--- config.mk ---
export PLATFORM = sky130hd
export DESIGN_NAME = wb_port_scheduler
export DESIGN_NICKNAME = d
export VERILOG_FILES = /design/src/rtl/vliw_pkg.sv /design/src/rtl/wb_pend_fifo.sv /design/src/rtl/wb_port_scheduler.sv
export SDC_FILE = /design/constraint.sdc
export NUM_CORES = 1
export LEC_CHECK = 0
export CORE_MARGIN = 2
export CORE_UTILIZATION = 65
export DETAILED_ROUTE_END_ITERATION = 8
export DONT_BUFFER_PORTS = 1
export PLACE_DENSITY = 0.92
export SKIP_LAST_GASP = 1
export SLEW_MARGIN = 40
export SYNTH_ARGS = -nofsm -noshare
export SYNTH_HDL_FRONTEND = slang
export SYNTH_SLANG_ARGS = --single-unit
--- constraint.sdc ---
create_clock -name clk -period 8.1 [get_ports clk]
set_input_delay 1.215 -clock clk [delete_from_list [all_inputs] [get_ports clk]]
set_output_delay 1.215 -clock clk [all_outputs]
set_load 0.01 [all_outputs]
--- src/rtl/vliw_pkg.sv ---
// Shared lane/register-file geometry and the write-request record for the
// VLIW writeback stage.
package vliw_pkg;

  localparam int NLANE = 4;   // lanes and register-file write ports
  localparam int REG_W = 7;   // register address width (int + float file)
  localparam int XLEN  = 32;  // data width

  typedef struct packed {
    logic             valid;
    logic [REG_W-1:0] rd;
    logic [XLEN-1:0]  data;
  } wb_req_t;

  // One-hot of the lowest set bit; used to pick the lowest-index free port.
  function automatic logic [NLANE-1:0] lowest_one(input logic [NLANE-1:0] v);
    return v & (~v + NLANE'(1));
  endfunction

endpackage

--- src/rtl/wb_pend_fifo.sv ---
// Pending late-result FIFO. Every entry carries a valid bit that a live lane
// write to the same rd clears, so older late results never overwrite newer
// lane results. The head is reported with this cycle's squash already applied.
// Optional macro WB_PERF_CNT_EN adds kill_cnt (entries squashed this cycle).
module wb_pend_fifo
  import vliw_pkg::*;
#(
  parameter int DEPTH = 4
) (
  input  logic                       clk,
  input  logic                       rst,
  input  logic                       push,
  input  wb_req_t                    push_req,
  input  logic                       pop,
  input  logic [NLANE-1:0]           kill_en,
  input  logic [NLANE*REG_W-1:0]     kill_rd,
  output wb_req_t                    head,
  output logic [$clog2(DEPTH):0]     count
`ifdef WB_PERF_CNT_EN
  ,
  output logic [$clog2(DEPTH+1)-1:0] kill_cnt
`endif
);
  localparam int AW = $clog2(DEPTH);
  localparam logic [AW:0] PTR_ONE = (AW+1)'(1);

  wb_req_t        mem [DEPTH];
  logic [AW:0]    wr_ptr, rd_ptr;
  logic [DEPTH-1:0] hit;
  logic [AW-1:0]  offs;

  assign count = wr_ptr - rd_ptr;

  // Flag occupied, still-valid entries whose rd a live lane writes this cycle.
  always_comb begin
    // NOTE: every combinational output gets a default first so no path can infer a latch.
    hit  = '0;
    offs = '0;
    for (int k = 0; k < DEPTH; k++) begin
      offs = AW'(k) - rd_ptr[AW-1:0];
      if (({1'b0, offs} < count) && mem[k].valid) begin
        for (int i = 0; i < NLANE; i++) begin
          if (kill_en[i] && (kill_rd[i*REG_W +: REG_W] == mem[k].rd)) hit[k] = 1'b1;
        end
      end
    end
  end

  // Head entry, tested against this cycle's lane writes before it may pop.
  always_comb begin
    head       = mem[rd_ptr[AW-1:0]];
    head.valid = head.valid & ~hit[rd_ptr[AW-1:0]];
  end

`ifdef WB_PERF_CNT_EN
  // Number of entries squashed this cycle.
  always_comb begin
    kill_cnt = '0;
    for (int k = 0; k < DEPTH; k++) kill_cnt = kill_cnt + ($clog2(DEPTH+1))'(hit[k]);
  end
`endif

  // Read/write pointers; one extra bit distinguishes full from empty.
  always_ff @(posedge clk) begin
    // NOTE: sequential state uses non-blocking assignments so all flops update together.
    if (rst) begin
      wr_ptr <= '0;
      rd_ptr <= '0;
    end else begin
      if (push) wr_ptr <= wr_ptr + PTR_ONE;
      if (pop)  rd_ptr <= rd_ptr + PTR_ONE;
    end
  end

  // Entry storage: squash clears valid bits, push writes the tail slot.
  always_ff @(posedge clk) begin
    // NOTE: storage is not reset; occupancy comes from the pointers, so stale entries are never seen.
    for (int k = 0; k < DEPTH; k++) begin
      if (hit[k]) mem[k].valid <= 1'b0;
    end
    if (push) mem[wr_ptr[AW-1:0]] <= push_req;
  end

endmodule

--- src/rtl/wb_port_scheduler.sv ---
// Writeback port scheduler for the 4-lane VLIW core. Each lane owns one
// register-file write port; late (load/long-latency) results borrow a port
// left free by a bubble or a duplicate-rd loser, or wait in a pending FIFO.
// All write-port outputs are registered (1-cycle latency).
// Optional macro WB_PERF_CNT_EN adds perf_pend_cycles and perf_squash.
module wb_port_scheduler
  import vliw_pkg::*;
#(
  parameter int PEND_DEPTH = 4
) (
  input  logic                   clk,
  input  logic                   rst,
  input  logic                   stall,
  input  logic [NLANE-1:0]       lane_valid,
  input  logic [NLANE*REG_W-1:0] lane_rd,
  input  logic [NLANE*XLEN-1:0]  lane_data,
  input  logic                   ld_valid,
  input  logic [REG_W-1:0]       ld_rd,
  input  logic [XLEN-1:0]        ld_data,
  output logic                   ld_ready,
  output logic [NLANE-1:0]       wp_en,
  output logic [NLANE*REG_W-1:0] wp_addr,
  output logic [NLANE*XLEN-1:0]  wp_data,
  output logic                   pend_stall
`ifdef WB_PERF_CNT_EN
  ,
  output logic [31:0]            perf_pend_cycles,
  output logic [31:0]            perf_squash
`endif
);
  localparam int CW = $clog2(PEND_DEPTH) + 1;

  logic [REG_W-1:0]       rd_a [NLANE];
  logic [NLANE-1:0]       live, win, late_sel;
  logic                   ld_fire, ld_kill, ld_keep, direct, push, pop, late_we, fifo_busy;
  logic [REG_W-1:0]       late_rd;
  logic [XLEN-1:0]        late_data;
  wb_req_t                head, push_req;
  logic [CW-1:0]          count;
  logic [NLANE-1:0]       en_d;
  logic [NLANE*REG_W-1:0] addr_d;
  logic [NLANE*XLEN-1:0]  data_d;

  assign ld_ready   = count < CW'(PEND_DEPTH);
  assign pend_stall = count >= CW'(PEND_DEPTH - 1);
  assign push_req   = '{valid: 1'b1, rd: ld_rd, data: ld_data};

`ifdef WB_PERF_CNT_EN
  logic [$clog2(PEND_DEPTH+1)-1:0] kill_cnt;
`endif

  wb_pend_fifo #(.DEPTH(PEND_DEPTH)) u_pend (
    .clk      (clk),
    .rst      (rst),
    .push     (push),
    .push_req (push_req),
    .pop      (pop),
    .kill_en  (live),
    .kill_rd  (lane_rd),
    .head     (head),
    .count    (count)
`ifdef WB_PERF_CNT_EN
    ,
    .kill_cnt (kill_cnt)
`endif
  );

  // Lane writes are live unless stalled, invalid, or aimed at x0.
  always_comb begin
    live = '0;
    for (int i = 0; i < NLANE; i++) begin
      rd_a[i] = lane_rd[i*REG_W +: REG_W];
      live[i] = lane_valid[i] & ~stall & (rd_a[i] != '0);
    end
  end

  // Duplicate rd resolution: a higher live lane with the same rd wins.
  always_comb begin
    win = live;
    for (int i = 0; i < NLANE; i++) begin
      for (int j = i + 1; j < NLANE; j++) begin
        if (live[j] && (rd_a[j] == rd_a[i])) win[i] = 1'b0;
      end
    end
  end

  // Late-write source selection, squash of the offered ld, push/pop control.
  always_comb begin
    ld_kill = 1'b0;
    for (int i = 0; i < NLANE; i++) begin
      if (live[i] && (rd_a[i] == ld_rd)) ld_kill = 1'b1;
    end
    ld_fire   = ld_valid & ld_ready;
    ld_keep   = ld_fire & (ld_rd != '0) & ~ld_kill;
    late_sel  = lowest_one(~win);
    fifo_busy = (count != '0);
    pop       = fifo_busy & (~head.valid | (|late_sel));
    direct    = ~fifo_busy & ld_keep & (|late_sel);
    push      = ld_keep & ~direct;
    late_we   = (fifo_busy & head.valid & (|late_sel)) | direct;
    late_rd   = fifo_busy ? head.rd   : ld_rd;
    late_data = fifo_busy ? head.data : ld_data;
  end

  // Next port contents: winning lane first, otherwise the late write if selected.
  always_comb begin
    en_d   = '0;
    addr_d = '0;
    data_d = '0;
    for (int i = 0; i < NLANE; i++) begin
      if (win[i]) begin
        en_d[i]                  = 1'b1;
        addr_d[i*REG_W +: REG_W] = rd_a[i];
        data_d[i*XLEN +: XLEN]   = lane_data[i*XLEN +: XLEN];
      end else if (late_we && late_sel[i]) begin
        en_d[i]                  = 1'b1;
        addr_d[i*REG_W +: REG_W] = late_rd;
        data_d[i*XLEN +: XLEN]   = late_data;
      end
    end
  end

  // Registered write-port outputs.
  always_ff @(posedge clk) begin
    if (rst) begin
      wp_en   <= '0;
      wp_addr <= '0;
      wp_data <= '0;
    end else begin
      wp_en   <= en_d;
      wp_addr <= addr_d;
      wp_data <= data_d;
    end
  end

`ifdef WB_PERF_CNT_EN
  logic [32:0] squash_sum;
  assign squash_sum = {1'b0, perf_squash} + 33'(kill_cnt)
                    + 33'(ld_fire & (ld_rd != '0) & ld_kill);

  // Saturating counters: cycles with pending entries, squashed late results.
  always_ff @(posedge clk) begin
    if (rst) begin
      perf_pend_cycles <= '0;
      perf_squash      <= '0;
    end else begin
      if (fifo_busy && (perf_pend_cycles != '1)) perf_pend_cycles <= perf_pend_cycles + 32'd1;
      perf_squash <= squash_sum[32] ? '1 : squash_sum[31:0];
    end
  end
`endif

endmodule

* Word level (Yosys, flattened, before mapping) *
Memory sizes are Yosys's and may differ from the RTL's. A register that Yosys moved wholly into a read port is not among the register bits.
Cells that the tools add are included.

word-level totals
  output and inout port bits = 162
  memory bits (writable) = 160
  memories = 1
  bits in registers = 166
  word-level logic and storage cells = 187
  bits of input ports = 203

operators by class
  add/sub/neg operators = 8
  bitwise gates (word level) = 29
  reductions and logical operators = 41
  equality and inequality tests = 26
  muxes and demuxes = 70
  $lt $le $gt $ge = 7

memory list
  name        words  width  rd ports  clocked after memory_dff  wr ports  line                source
  u_pend.mem  4      40     5         1                         5         wb_pend_fifo.sv:27  wb_req_t mem [DEPTH];

operators with widths
  operator               number
  $mux W32               9
  $eq A7 B7 Y1           26
  $mux W7                9
  $mux W1                49
  $reduce_bool A7 Y1     5
  $logic_and A1 B1 Y1    34
  $and A1 B1 Y1          18
  $lt A2 B3 Y1           4
  $not A4 Y4             2
  $add A3 B1 Y3 const B  2
  $not A1 Y1             6
  $add A4 B1 Y4 const B  1
  $and A4 B4 Y4          1
  $mux W2                2
  $reduce_or A4 Y1       1
  $sub A1 B2 Y2 const A  2
  $sub A2 B2 Y2 const A  2
  $ge A3 B2 Y1 const B   1
  $lt A2 B3 Y1 const B   1
  $lt A3 B3 Y1 const B   1
  $reduce_bool A3 Y1     1
  $sub A3 B3 Y3          1
  $bmux W1 S2            1
  $or A1 B1 Y1           2

* Depth between registers and ports, before layout *
Gate-level depths: netlist of the first run.

  word-level depth = 19
  depth in mapped cells = 16
  mapped depth without buffers = 14

* By module *
From an unflattened synthesis of the first run, not the netlist that was laid out.

second synthesis, totals
  cell total of the unflattened synthesis = 1380
  area, all modules = 15861.5 um^2

modules (own cells, without submodules)
  module             area each (um^2)  times used  cells an instance
  wb_port_scheduler  7948.9            1           889
  wb_pend_fifo       7912.6            1           491

* Worst setup path before layout of the first run *
OpenSTA, ideal clock, no wires.

  path kind = in2reg
  start = in lane_rd[25]
  end = mem u_pend.mem[0][0] (netlist name) (enable)
  cell stages on the path = 9
  data required time = 7699 ps
  data arrival time = 4694 ps
  path slack = 3005 ps
  library setup time = 401 ps
  path buffers = 2
  cell sequence = buf_2 > or4_1 > o21ai_1 > nor3_1 > or4_1 > buf_2 > or4_4 > a21boi_1 > and2_1

RTL lines
  what         line                     source
  from (decl)  wb_port_scheduler.sv:15  input logic [NLANE*REG_W-1:0] lane_rd,
  to (decl)    wb_pend_fifo.sv:27

* Final worst setup path of the first run *
  start = in lane_rd[3]
  end = reg wp_data[25]

on the way
  word-level cells in the longest chain between the ends = 18

ends and longest elaborated chain
  what                           line                      source
  $reduce_bool A7 Y1             wb_port_scheduler.sv:73   live[i] = lane_valid[i] & ~stall & (rd_a[i] != '0);
  $and A1 B1 Y1                  wb_port_scheduler.sv:73
  $logic_and A1 B1 Y1            wb_pend_fifo.sv:43        if (kill_en[i] && (kill_rd[i*REG_W +: REG_W] == mem[k].rd)) hit[k] = 1'b1;
  $mux W1 (4 in a row)           wb_pend_fifo.sv:43
  $mux W1                        wb_pend_fifo.sv:41        if (({1'b0, offs} < count) && mem[k].valid) begin
  $bmux W1 S2                    wb_pend_fifo.sv:52        head.valid = head.valid & ~hit[rd_ptr[AW-1:0]];
  $mux W1 (not written as such)  wb_pend_fifo.sv:52
  $not A1 Y1                     wb_pend_fifo.sv:52
  $and A1 B1 Y1                  wb_pend_fifo.sv:52
  $and A1 B1 Y1 (2 in a row)     wb_port_scheduler.sv:100  late_we = (fifo_busy & head.valid & (|late_sel)) | direct;
  $or A1 B1 Y1                   wb_port_scheduler.sv:100
  $logic_and A1 B1 Y1            wb_port_scheduler.sv:115  end else if (late_we && late_sel[i]) begin
  $mux W32                       wb_port_scheduler.sv:115
  $mux W32 (*)                   wb_port_scheduler.sv:111  if (win[i]) begin
  to (signal assigned)           wb_port_scheduler.sv:132  wp_data <= data_d;
  to (decl)                      wb_port_scheduler.sv:23   output logic [NLANE*XLEN-1:0] wp_data,

Mark *: on every way between the ends. The rest lies on a longest branch, timed or not. The select of a mux whose other input is x is not followed.
A chain may end at the register's enable or synchronous reset.

==> summary.md, run 1 <==
| Metric | Value |
|---|---|
| Status | completed |
| Antenna-violating nets left | 0 |
| Worst setup margin | 3603 ps |
| Crit path launch type | primary input |
| Reg-to-reg slack, setup | 3870 ps |
| Worst-Skew Late Latency | 540 ps |
| CP Class | in -> reg |
| Number of vias per cell | 7.664 |
| Final nets | 1445 |
| Netlist cell types | 47 |
| Reg2reg end | wp_data[25]$_SDFF_PP0_ |
| Slowest-stage cell, CP | nor4_1 |
| Vias in the first global route | 11240 |
| Relative slew slack | 31.29% |
| Rows | 55 |
| Setup TNS | 0 ps |
| WP depth | 10 |
| Total track usage | 44.26% |
| Initial DRC count | 2094 |
| Dominant synthesized flop cell | dfxtp_1 |
| Most used cell, CP | nor3_1 |
| Power per cell area | 389.2 mW/mm^2 |
| Global-route wire length before repair | 77.36 mm |
| Slew Limit Fails | 0 |
| CTS root buf | clkbuf_16 |
| CP peak stage delay | 610 ps |
| Power share of the clock group | 24.8% |
| TritonCTS Buffers | 34 |
| Max_cap viols | 0 |
| Worst VDD drop | 0.0004106 V |
| Resize count post-CTS | 0 |
| CTS tree | done |
| Synthesis-to-finish area growth | 7.857% |
| Area post-placement | 0.01504 mm^2 |
| Drt first pass iters | 8 |
| Dpl ws | 3121 ps |
| Top Ports | 365 |
| Grt total ovfl | 0 |
| Sequential power share | 37.9% |
| Largest cells by area after synthesis | edfxtp_1, dfxtp_1, xnor2_1, mux4_2, nand2_1 |
| Drt drc | 0 |
| Reg clk slew, reported paths | 70 ps |
| CTS H-tree depth | 2 |
| Required @ worst endpoint | 8550 ps |
| Final RePlAce weighted congestion | 1.075 |
| Worst-Margin Slew | 1031 ps |
| Setup crit end | wp_data[25]$_SDFF_PP0_ |
| Final Skew | 33.52 ps |
| Leakage | 5.249 nW |
| RSZ-0062 raised after global routing | no |
| Die Y-Extent | 156.0 um |
| CORE AREA | 0.02264 mm^2 |
| Int Power | 0.003682 W |
| Hold crit path type | reg -> reg |
| Antenna violations before repair | 4 |
| Final period util | 55.52% |
| Combinational Power Share | 37.3% |
| Synth area leader | edfxtp_1 |
| Setup bufs post-CTS | 0 |
| Detail-routed net length per standard cell | 36.01 um |
| Final Cell Area | 0.01620 mm^2 |
| Delay-heaviest family, CP | simple AND/OR/NAND/NOR gates |
| Crit-path cells | or4_1 > o41ai_2 > nor3_1 > nor4_1 > o32ai_1 > nor3_1 > a32o_4 > buf_12 > buf_16 > a32o_1 |
| Fraction of final layout cells sized beyond drive strength 1 | 11.42% |
| Synthesized cell area | 0.01502 mm^2 |
| F_max | 0.2224 GHz |
| FF-to-FF path depth | 13 |
| DP HPWL | 35.50 mm |
| Hold Buf Count CTS | 0 |
| Final hold viol count | 0 |
| #FFs+latches synth | 328 |
| PortBufs | 0 |
| Min Tclk post-route | 4497 ps |
| Synth warn | 0 |
| WP buf/inv | 2 |
| Top-area cell type share of the netlist area | 31.20% |
| Post-synth EDFFs | 156 |
| Worst-path maximum fanout | 32 |
| Avg Cell Area, Syn | 11.36 um^2 |
| Starting Density | 66.32% |
| Reg-to-Reg Start | u_pend.wr_ptr[0]$_SDFFE_PP0P_ |
| Die area | 0.02433 mm^2 |
| Clock buffer depth | 3 |
| Post-Syn Nets | 1538 |
| Placed insts | 1477 |
| Sw power | 0.002621 W |
| Mapped Cells | 1322 |
| Die width | 156.0 um |
| Number of fill cells | 1426 |
| Register area share after synthesis | 54.13% |
| Finished Layout Cells | 1540 |
| Switching portion of total power | 41.58% |
| Synth async-reset ratio | 0% |
| Detailed-route via count | 11800 |
| Clock tree sinks | 328 |
| Pin count of the biggest net entering global routing | 80 |
| Arrival @ worst endpoint | 4950 ps |
| Routed WL | 55.46 mm |
| Final setup viols | 0 |
| Crit. End Element | register |
| Setup crit start | lane_rd[3] |
-- worst min-delay path by stage --
stage / from / end / slack [ps] / cells past startpoint
floorplan: u_pend.mem[0][39]$_SDFFE_PP1P_ / u_pend.mem[0][39]$_SDFFE_PP1P_ / 440 / 1
global placement: u_pend.mem[1][39]$_SDFFE_PP1P_ / u_pend.mem[1][39]$_SDFFE_PP1P_ / 460 / 1
detailed placement: u_pend.mem[3][39]$_SDFFE_PP1P_ / u_pend.mem[3][39]$_SDFFE_PP1P_ / 480 / 2
CTS: u_pend.mem[3][39]$_SDFFE_PP1P_ / u_pend.mem[3][39]$_SDFFE_PP1P_ / 500 / 2
finish: u_pend.mem[3][39]$_SDFFE_PP1P_ / u_pend.mem[3][39]$_SDFFE_PP1P_ / 510 / 2
global route: u_pend.mem[3][39]$_SDFFE_PP1P_ / u_pend.mem[3][39]$_SDFFE_PP1P_ / 500 / 2
-- metal layers --
metal	GRT usage, %	wire (um)	vias to the layer above
met5	2.899	17	-
met4	21.10	3251	2
met3	19.72	9874	291
met2	64.62	24010	1335
met1	56.36	18300	5591
li1	-	-	4584
-- worst register-to-register path: stages (launching register included) --
cell and delay, ps:
dfxtp_1 370, inv_1 190, ha_1 180, inv_1 50, fa_1 370, xnor2_1 210
xor2_1 370, inv_1 250, and3_4 420, nor3_1 590, a32o_4 450, buf_12 260
buf_16 220, a32o_1 220
-- cells in the final DEF, fill, tap and decap left out, types with 3 or more instances in the layout --
cell type	n
xor2_1	37
nor2_1	14
dfxtp_1	170
nor4_1	15
a32o_1	77
o31ai_1	78
or4_1	4
nand2_1	237
clkbuf_1	10
nand4_1	30
buf_8	3
buf_4	11
clkbuf_16	34
and2_4	3
clkinv_8	3
mux2_2	3
clkbuf_8	3
nand2b_1	5
mux4_2	40
nor3_1	20
a21o_1	6
edfxtp_1	156
nor2b_1	5
diode_2	3
ha_1	12
a21oi_2	11
o22ai_1	3
nand3_1	16
or3_1	4
nor2_4	3
o21ai_0	5
a21oi_1	33
xnor2_1	149
inv_1	10
-- final cells by class --
| type | instances | area, um^2 | area share, % |
|---|---|---|---|
| tap | 285 | 356.6 | 2.202 |
| clock buffer | 47 | 929.6 | 5.740 |
| timing repair buffer | 18 | 222.7 | 1.375 |
| antenna | 3 | 7.507 | 0.04635 |
| inverter | 10 | 37.54 | 0.2318 |
| clock inverter | 12 | 175.2 | 1.082 |
| multi-input combinational | 837 | 6334 | 39.11 |
| sequential | 328 | 8133 | 50.22 |
-- stage by stage --
step | utilization (%) | power, W | hold WS, ps
6_report | 71.53 | 0.006303 | 510.7
4_1_cts | 71.30 | 0.006151 | 498.5
2_1_floorplan | - | 0.003911 | 443.3
3_5_place_dp | 66.42 | 0.004565 | 482.9
3_3_place_gp | 65.74 | 0.004368 | 463.1
5_1_grt | 71.52 | 0.006436 | 501.2
-- power by group through the flow --
stage | Sequential (W) | Clock, W | Combinational [W]
CTS | 0.00237 | 0.00155 | 0.00223
global route | 0.00240 | 0.00162 | 0.00242
detailed placement | 0.00239 | 0 | 0.00217
floorplan | 0.00224 | 0 | 0.00167
finish | 0.00239 | 0.00156 | 0.00235
global placement | 0.00238 | 0 | 0.00198
-- Yosys cell counts (3+ instances only) --
cell	n
a21o_1	6
nand3_1	16
ha_1	12
nor2b_1	5
nor4_1	16
buf_1	11
o31ai_1	78
or4_1	5
clkbuf_1	92
xnor2_1	149
buf_6	10
xor2_1	37
nand4_1	30
nor2_1	19
a32o_1	78
nand2_1	237
or3_1	4
mux4_2	40
nand2b_1	6
dfxtp_1	172
o22ai_1	3
a21oi_1	44
inv_1	10
nor3_1	21
edfxtp_1	156
and2_1	3
buf_2	29
o21ai_0	5
mux2_2	3
clkbuf_2	3
-- logic make-up after synthesis --
group / Yosys count / share of synthesized area, %
mux: 45 / 6.358
compound gates: 229 / 12.12
fa+ha+maj: 13 / 1.133
simple gates: 364 / 10.67
flops: 328 / 54.13
xor+xnor: 186 / 10.85
buf+inv: 157 / 4.741
-- sequential cells by signal (all words and copies together), names as in the netlist, named ones only --
signal / count
u_pend.mem: 160
u_pend.rd_ptr: 3
u_pend.wr_ptr: 3
wp_addr: 28
wp_data: 128
wp_en: 4
No activity file was read; power rests on OpenSTA's default activity.
==> inputs of run 2 (changes only) <==
- CORE_UTILIZATION: 65 -> 64
- PLACE_DENSITY: 0.92 -> 0.91
- clock period: 8.1 -> 4.38 ns (I/O delays scaled with it)
==> summary.md, run 2 (synthesized netlist as in run 1, its figures left out) <==
| Metric | Value |
|---|---|
| Grt met3 use | 23.93% (was 19.72%) |
| Reg clk slew, reported paths | 70 ps (about the same) |
| CP peak stage delay | 520 ps (was 610 ps) |
| Finished Layout Cells | 1631 (was 1540) |
| Final Cell Area | 0.01670 mm^2 (was 0.01620 mm^2) |
| Grt total ovfl | 0 (unchanged) |
| Detailed-route via count | 11980 (was 11800) |
| Drt drc | 1 (was 0) |
| Slew Limit Fails | 0 (unchanged) |
| Multi-input logic area | 0.006297 mm^2 (was 0.006334 mm^2) |
| Status | finished, violations left (was completed) |
| Final hold viol count | 0 (unchanged) |
| Crit-path cells | inv_1 > ha_1 > inv_1 > fa_1 > xnor2_1 > xor2_1 > inv_1 > and3_2 > buf_4 > a21boi_1 > and2_2 > buf_4 (was or4_1 > o41ai_2 > nor3_1 > nor4_1 > o32ai_1 > nor3_1 > a32o_4 > buf_12 > buf_16 > a32o_1) |
| Reg-to-reg slack, setup | 10 ps (was 3870 ps) |
| Post-layout utilization of the core | 71.80% (was 71.53%) |
| F_max | 0.2290 GHz |
| Min-delay src | ld_data[28] (was u_pend.mem[3][39]$_SDFFE_PP1P_) |
| Initial DRC count | 2156 (was 2094) |
| Top Registers | u_pend.mem (160), wp_data (128), wp_addr (28) (unchanged) |
| Die area | 0.02470 mm^2 (was 0.02433 mm^2) |
| Hold Buf Count CTS | 0 (unchanged) |
| Leakage | 5.555 nW (was 5.249 nW) |
| Placed insts | 1570 (was 1477) |
| Vias in the first global route | 11370 (was 11240) |
| Global-route wire length before repair | 76.65 mm (was 77.36 mm) |
| Max reg flops | 160 (unchanged) |
| Worst-path maximum fanout | 23 (was 32) |
| Final RePlAce weighted congestion | 1.037 (was 1.075) |
| Antenna-violating nets left | 0 (unchanged) |
| Setup TNS | 0 ps (unchanged) |
| Clock tree sinks | 328 (unchanged) |
| Worst VDD drop | 0.0006330 V (was 0.0004106 V) |
| Setup bufs post-CTS | 0 (unchanged) |
| Worst-Margin Slew | 932.8 ps (was 1031 ps) |
| PortBufs | 0 (unchanged) |
| Detail-routed net length per standard cell | 33.48 um (was 36.01 um) |
| Synthesis-to-finish area growth | 11.23% (was 7.857%) |
| Slowest-stage cell, CP | a21boi_1 (was nor4_1) |
| Failing checks | design-rule violations |
| Power per cell area | 726.1 mW/mm^2 (was 389.2 mW/mm^2) |
| Hold path depth | 0 (was 2) |
| Most frequent cells in the layout | nand2_1, dfxtp_1, edfxtp_1 (unchanged) |
| Relative slew slack | 37.82% (was 31.29%) |
| Reg-to-Reg Start | u_pend.wr_ptr[0]$_SDFFE_PP0P_ (unchanged) |
| FF-to-FF path depth | 12 (was 13) |
| Crit path launch type | register (was primary input) |
| RSZ-0062 raised after global routing | no (unchanged) |
| Required @ worst endpoint | 4660 ps (was 8550 ps) |
| Number of fill cells | 1461 (was 1426) |
| Top reg by flops | u_pend.mem (unchanged) |
| Final Skew | 16.78 ps (was 33.52 ps) |
| Starting Density | 64.55% (was 66.32%) |
| Worst-Skew Late Latency | 580 ps (was 540 ps) |
| Routed WL | 54.61 mm (was 55.46 mm) |
| CTS tree | done (unchanged) |
| Top Ports | 365 (unchanged) |
| Reg2reg end | u_pend.mem[1][37]$_DFFE_PP_ (was wp_data[25]$_SDFF_PP0_) |
| Hold crit path type | in -> reg (was reg -> reg) |
| Final setup viols | 0 (unchanged) |
| Number of vias per cell | 7.347 (was 7.664) |
| Final nets | 1500 (was 1445) |
| Power Total | 0.01213 W (was 0.006303 W) |
| WP buf/inv | 5 (was 2) |
| Die width | 157.2 um (was 156.0 um) |
| Hold Path End | u_pend.mem[3][28]$_DFFE_PP_ (was u_pend.mem[3][39]$_SDFFE_PP1P_) |
| Delay-heaviest family, CP | buffers and inverters (was simple AND/OR/NAND/NOR gates) |
| Arrival @ worst endpoint | 4650 ps (was 4950 ps) |
| Resize count post-CTS | 0 (unchanged) |
| Antenna violations before repair | 6 (was 4) |
| Min Tclk post-route | 4366 ps |
| Pin count of the biggest net entering global routing | 56 (was 80) |
| DP HPWL | 36.05 mm (was 35.50 mm) |
| CTS root buf | clkbuf_16 (unchanged) |
| Drt first pass iters | 9 (was 8) |
| Fraction of final layout cells sized beyond drive strength 1 | 15.13% (was 11.42%) |
| Most used cell, CP | inv_1 (was nor3_1) |
| CORE AREA | 0.02326 mm^2 (was 0.02264 mm^2) |
| Max_cap viols | 0 (unchanged) |
| Die Y-Extent | 157.2 um (was 156.0 um) |
| Reg area | 0.008130 mm^2 (was 0.008133 mm^2) |
| Crit. End Element | register (unchanged) |
| Rows | 56 (was 55) |
| CTS H-tree depth | 1 (was 2) |
| TritonCTS Buffers | 31 (was 34) |
| Area post-placement | 0.01558 mm^2 (was 0.01504 mm^2) |
| Leading cell type in the layout, fill and taps excluded | nand2_1 (unchanged) |
| Clock buffer depth | 3 (unchanged) |
| M2 GR Usage | 59.80% (was 64.62%) |
| GRT Max-Usage Layer | met2 (unchanged) |
| CP Class | reg -> reg (was in -> reg) |
| Final period util | 99.68% |
| Total track usage | 43.01% (was 44.26%) |
| Met1 Track Usage GR | 52.95% (was 56.36%) |
## run 2: metrics by stage
step / setup WS (ps) / hold slack (ps)
finish: 13.81 / 165.7
global route: 30.54 / 160.1
CTS: 236.9 / 150.2
detailed placement: 342.7 / 477.6
global placement: 203.2 / 463.2
floorplan: 254.7 / 443.3
## run 2: per-layer routing
metal  wire length [um]  share of wire (%)
met3              10310                 19
met5                152               0.28
met2              23040                 42
met4               3443                6.3
met1              17670                 32
## run 2: area by class of cell
cell class / instances / area share (%)
flip-flops and latches: 328 / 48.68
multi-input cells: 837 / 37.70
clock inverters: 17 / 1.333
well taps: 319 / 2.390
repair buffers: 76 / 4.330
inverters: 10 / 0.2247
diodes: 3 / 0.04495
clock buffers: 41 / 5.296
## run 2: how the worst max path moves through the flow
| stage | cells after the start | end | start |
|---|---|---|---|
| 6_report | 12 | u_pend.mem[1][37]$_DFFE_PP_ | u_pend.wr_ptr[0]$_SDFFE_PP0P_ |
| 5_1_grt | 12 | u_pend.mem[1][35]$_DFFE_PP_ | u_pend.wr_ptr[0]$_SDFFE_PP0P_ |
| 4_1_cts | 12 | u_pend.mem[1][38]$_DFFE_PP_ | u_pend.wr_ptr[0]$_SDFFE_PP0P_ |
| 3_5_place_dp | 12 | u_pend.mem[1][33]$_DFFE_PP_ | u_pend.wr_ptr[0]$_SDFFE_PP0P_ |
| 3_3_place_gp | 11 | wp_en[0]$_SDFF_PP0_ | lane_rd[24] |
| 2_1_floorplan | 9 | u_pend.mem[0][0]$_DFFE_PP_ | lane_rd[25] |
## run 2: report_power, final
part | total, W | switching (W) | leakage (nW) | internal (W)
Clock | 0.00291 | 0.00124 | 0.546 | 0.00168
Sequential | 0.00437 | 0.000572 | 2.82 | 0.00380
Combinational | 0.00484 | 0.00311 | 2.18 | 0.00174
